File: src/rtl/otter_intc_pkg.sv
// Shared types and helpers for the OTTER interrupt controller.
// OTTER_INTC_LEVEL_EN (see otter_intc.sv) selects level-sensitive sources.
package otter_intc_pkg;

  localparam int NUM_SRC_DEF = 8;
  localparam int MAX_SRC     = 32;

  typedef enum logic [1:0] {
    IDLE = 2'd0,
    REQ  = 2'd1,
    SVC  = 2'd2
  } intc_state_e;

  // Lowest set bit wins; callers truncate the result to their ID_W.
  function automatic logic [4:0] lowest_set(input logic [MAX_SRC-1:0] v);
    logic [4:0] idx;
    idx = '0;
    for (int i = MAX_SRC - 1; i >= 0; i--) begin
      if (v[i]) idx = 5'(i);
    end
    return idx;
  endfunction

endpackage

File: src/rtl/otter_intc_sync_edge.sv
// One-bit 2-flop synchroniser with rising-edge detect (or synced level when
// OTTER_INTC_LEVEL_EN is defined).
module intc_sync_edge (
  input  logic clk,
  input  logic rst,
  input  logic irq_in,
  output logic ev
);

  logic s1, s2;

  always_ff @(posedge clk or posedge rst) begin
    if (rst) begin
      s1 <= 1'b0;
      s2 <= 1'b0;
    end else begin
      s1 <= irq_in;
      s2 <= s1;
    end
  end

`ifdef OTTER_INTC_LEVEL_EN
  assign ev = s2;
`else
  logic dly;

  always_ff @(posedge clk or posedge rst) begin
    if (rst) dly <= 1'b0;
    else     dly <= s2;
  end

  assign ev = s2 & ~dly;
`endif

endmodule

File: src/rtl/otter_intc.sv
// Prioritising interrupt controller for the multicycle OTTER core.
// Define OTTER_INTC_LEVEL_EN for level-sensitive sources (default: edge).
module otter_intc
  import otter_intc_pkg::*;
#(
  parameter int NUM_SRC = NUM_SRC_DEF,
  parameter int ID_W    = $clog2(NUM_SRC)
) (
  input  logic               clk,
  input  logic               rst,
  input  logic [NUM_SRC-1:0] irq_src,
  input  logic               mie,
  input  logic               mask_we,
  input  logic [NUM_SRC-1:0] mask_wdata,
  input  logic               int_taken,
  input  logic               mret,
  output logic               intrpt_vld,
  output logic [ID_W-1:0]    irq_id,
  output logic [NUM_SRC-1:0] irq_mask,
  output logic [NUM_SRC-1:0] irq_pending,
  output logic               in_service
);

  intc_state_e        state_q, state_d;
  logic [ID_W-1:0]    id_q, id_d;
  logic [NUM_SRC-1:0] ev, pending, mask_q, eligible;
  logic [MAX_SRC-1:0] elig_ext;
  logic               vld_q, svc_q;

  for (genvar i = 0; i < NUM_SRC; i++) begin : g_src
    intc_sync_edge u_sync (
      .clk    (clk),
      .rst    (rst),
      .irq_in (irq_src[i]),
      .ev     (ev[i])
    );
  end

`ifdef OTTER_INTC_LEVEL_EN
  assign pending = ev;
`else
  logic [NUM_SRC-1:0] pending_d;

  // A fresh edge in the same cycle as the claim wins over the clear.
  always_comb begin
    pending_d = pending;
    if (state_q == REQ && int_taken) pending_d[id_q] = 1'b0;
    pending_d = pending_d | ev;
  end

  always_ff @(posedge clk or posedge rst) begin
    if (rst) pending <= '0;
    else     pending <= pending_d;
  end
`endif

  always_ff @(posedge clk or posedge rst) begin
    if (rst)          mask_q <= '0;
    else if (mask_we) mask_q <= mask_wdata;
  end

  assign eligible = pending & mask_q & {NUM_SRC{mie}};

  always_comb begin
    elig_ext = '0;
    elig_ext[NUM_SRC-1:0] = eligible;
  end

  always_comb begin
    state_d = state_q;
    id_d    = id_q;
    case (state_q)
      IDLE: begin
        if (|eligible) begin
          id_d    = ID_W'(lowest_set(elig_ext));
          state_d = REQ;
        end
      end
      REQ: begin
        if (int_taken)                              state_d = SVC;
        else if (!mie || !(pending[id_q] & mask_q[id_q])) state_d = IDLE;
      end
      SVC: begin
        if (mret) state_d = IDLE;
      end
      default: state_d = IDLE;
    endcase
  end

  // Outputs are registered from the next state so they line up with it.
  always_ff @(posedge clk or posedge rst) begin
    if (rst) begin
      state_q <= IDLE;
      id_q    <= '0;
      vld_q   <= 1'b0;
      svc_q   <= 1'b0;
    end else begin
      state_q <= state_d;
      id_q    <= id_d;
      vld_q   <= (state_d == REQ);
      svc_q   <= (state_d == SVC);
    end
  end

  assign intrpt_vld  = vld_q;
  assign in_service  = svc_q;
  assign irq_id      = id_q;
  assign irq_mask    = mask_q;
  assign irq_pending = pending;

endmodule

File: config.mk
export PLATFORM = sky130hd
export DESIGN_NAME = otter_intc
export DESIGN_NICKNAME = d
export VERILOG_FILES = /design/src/rtl/otter_intc_pkg.sv /design/src/rtl/otter_intc_sync_edge.sv /design/src/rtl/otter_intc.sv
export SDC_FILE = /design/constraint.sdc
export NUM_CORES = 1
export LEC_CHECK = 0
export ABC_AREA = 0
export CAP_MARGIN = 20
export CORE_ASPECT_RATIO = 0.7
export CORE_MARGIN = 1
export CORE_UTILIZATION = 30
export CTS_BUF_LIST = sky130_fd_sc_hd__clkbuf_16
export DETAILED_ROUTE_END_ITERATION = 10
export SLEW_MARGIN = 20
export SYNTH_ARGS = -nofsm -noshare
export SYNTH_HDL_FRONTEND = slang
export SYNTH_SLANG_ARGS = --single-unit
File: constraint.sdc
create_clock -name clk -period 1.35 [get_ports clk]
set_input_delay 0.27 -clock clk [delete_from_list [all_inputs] [get_ports clk]]
set_output_delay 0.27 -clock clk [all_outputs]
set_load 0.03 [all_outputs]
==> run metrics <==
status finished with violations; failing checks setup timing; clk slew on worst S/H paths about 60 ps; final setup fails 5; largest family of logic cells by synthesized area simple AND/OR/NAND/NOR gates; startpoint types flip-flop; simple-gate area share of the yosys netlist 0.09840; share of cells above drive strength 1 0.3981; commonest non-fill, non-tap cells in the layout dfrtp_1, buf_4, clkdlybuf4s50_1; # DRC 0; crit path kind flip-flop to flip-flop; Clk pwr share 0.261; Max-Cap Viols 0; Placed Area 2399 sq um; Initial Util 0.3198; routed vias 1,265; Yosys cell types 31; root buffer cell clkbuf_16; multiplexer area fraction after synthesis 0.08965; vias in the first global route 1,374; Die Area 6033 sq um; Clock Sinks 47; crit end category flip-flop; CP required 1510 ps; largest net degree at the start of global routing 48; min-delay src g_src[6].u_sync.s1$_DFF_PP0_; pwr/cell area between 1500 and 2000 nW/um^2; R2R setup slack -90 ps; Comb pwr share 0.342; syn avg cell area 13.41 sq um; Max H-tree Level 2; routability cong. ~0.9; M1 GR Usage 0.1786; Synth area leaders dfrtp_1, mux2_2, o21ai_0, nand2_1, inv_1; switching power total 1476 uW; #FFs+latches synth 47; synth warn 0; initial antenna violation count 0; Flop pwr share 0.397; drt first pass iters 4; Tcrit/Tclk final 1.066; XOR/XNOR share of the synthesized area 0; leak pwr 0.001174 uW; Worst-Margin Slew approximately 310 ps; Max IR drop VDD 0.7570 mV; first-pass GRT wire length between 6 and 7 mm; Hold Buf Count CTS 0; Detail Placement HPWL 2.891 mm; r2r startpoint irq_mask[3]$_DFFE_PP0P_; Register-to-Register Path Depth 5; unrepaired setup endpoints after global routing true; leading cell type in the layout, fill and taps excluded dfrtp_1; met3 Usage GRT 0.04282; CP Data Arrival Time 1600 ps; grt ovf 0; RR Endpoint state_q[0]$_DFF_PP0_; Int Pwr slightly above 3000 uW; num ports 43; min setup slack post-route -89.59 ps; Post-Route WL a little under 4 mm; CTS Buffer Depth 2; die width 92.41 um; worst hold path type flip-flop to flip-flop; worst clock skew 4.796 ps; CTS tree yes; Critical Path Sink state_q[0]$_DFF_PP0_; Routed Antenna Nets 0; cells after synthesis around 130; Pins Over Slew Limit 0; Initial DRC Count 78; core area 5368 sq um; CP max FO 3; Total GRT Usage 0.1435; met2 usage in global routing 0.2315; final instance area 2623 sq um; nets 227; maximum clock rate 0.6946 GHz; Synth top area share 0.6851; WL/cell 13.82 um; IO buf count 42; area grow syn2layout 52.77%; Layout Cells excl Fill 278; vias per inst 4.550; die height ~65 um; Slew HR 0.7962; CP startpoint irq_mask[3]$_DFFE_PP0P_; placed insts 265; CTS Buf Count 5; row count 22; post-synthesis sequential area ratio 0.6851; Netlist Area Pre-Place 1717 sq um; Clock Latency Late Sink roughly 280 ps; gr busiest metal met2; final hold viol count 0; Synth Area in Compound Gates 0.09257; Sw Ratio 0.3264; area leader, netlist dfrtp_1; Post-Synth Adder-Cell Area 0; n_diodes 0; syn_nets 150; crit path time final 1440 ps
worst max-delay path: stages, from the launching register on:
cell and delay, ps:
dfrtp_2 410, a22oi_2 230, nand3_2 110, o21a_1 240, buf_6 130, or2_1 200
layer usage:
layer	share of wire	wire length, um	vias to the layer above
met5	0	0	-
met3	0.055	213	9
met1	0.45	1724	621
met2	0.47	1817	42
li1	-	-	593
met4	0.022	85	0
cell type report:
cell class	instances	area (sq um)
clock buffers	5	125.1
clock inverters	3	17.52
repair buffers	72	639.4
inverters	11	47.55
flip-flops and latches	47	1184
fillers	495	2745
multi-input cells	68	519.2
well taps	72	90.09
cell usage after synthesis (all sizes together):
cell type and number:
clkbuf 1, inv 11, nand4 1, a22oi 2, nor2 1, dfrtp 47
nand3 3, o21ai 14, o31ai 2, nand4b 1, nor3b 1, mux2 9
buf 1, a41oi 1, nand2b 1, nand3b 1, and2 1, o211ai 1
o22ai 1, a21oi 2, or2 3, nand2 17, a2bb2oi 1, o21a 1
a21bo 1, nor4bb 1, mux4 2
logic make-up after synthesis:
family	count (synthesis)
mux	11
buf+inv	13
flops	47
simple gates	31
compound gates	26
registers in the layout, summed over array words and instances, names as in the netlist:
register,flops
g_src.u_sync.dly,8
irq_mask,8
intrpt_vld,1
irq_pending,8
irq_id,3
in_service,1
g_src.u_sync.s2,8
g_src.u_sync.s1,8
state_q,2
repair_timing:
action	CTS	global route
resized for setup	19	6
pin swaps	5	2
setup endpoints to repair	11	14
setup buffers	4	1
power by group through the flow:
stage	registers, uW	clock network (uW)	logic [uW]
floorplan	2070	0	499
detailed placement	1800	0	1460
global placement	1790	0	1430
CTS	1790	1210	1530
finish	1800	1180	1550
global route	1830	1270	1650
how the worst min path moves through the flow:
| stage | end | depth (start not counted) |
|---|---|---|
| floorplan | g_src[0].u_sync.dly$_DFF_PP0_ | 1 |
| global placement | g_src[2].u_sync.s2$_DFF_PP0_ | 0 |
| detailed placement | g_src[6].u_sync.s2$_DFF_PP0_ | 0 |
| CTS | g_src[6].u_sync.s2$_DFF_PP0_ | 0 |
| global route | g_src[6].u_sync.s2$_DFF_PP0_ | 0 |
| finish | g_src[6].u_sync.s2$_DFF_PP0_ | 0 |
stage by stage:
stage | total power, uW | setup TNS, ps | hold WS [ps] | util | setup slack (ps)
6_report | 4521 | -295.2 | 350.1 | 0.4886 | -89.59
5_1_grt | 4751 | -733.4 | 352.9 | 0.4886 | -139.2
4_1_cts | 4537 | -162.6 | 348.9 | 0.4855 | -58.08
3_5_place_dp | 3263 | -3099 | 334.7 | 0.4469 | -319.7
3_3_place_gp | 3212 | -2449 | 331.5 | 0.4469 | -260.0
2_1_floorplan | 2571 | -347.5 | 293.1 | - | -126.2
Note: power is estimated with default switching activity, not from simulation.
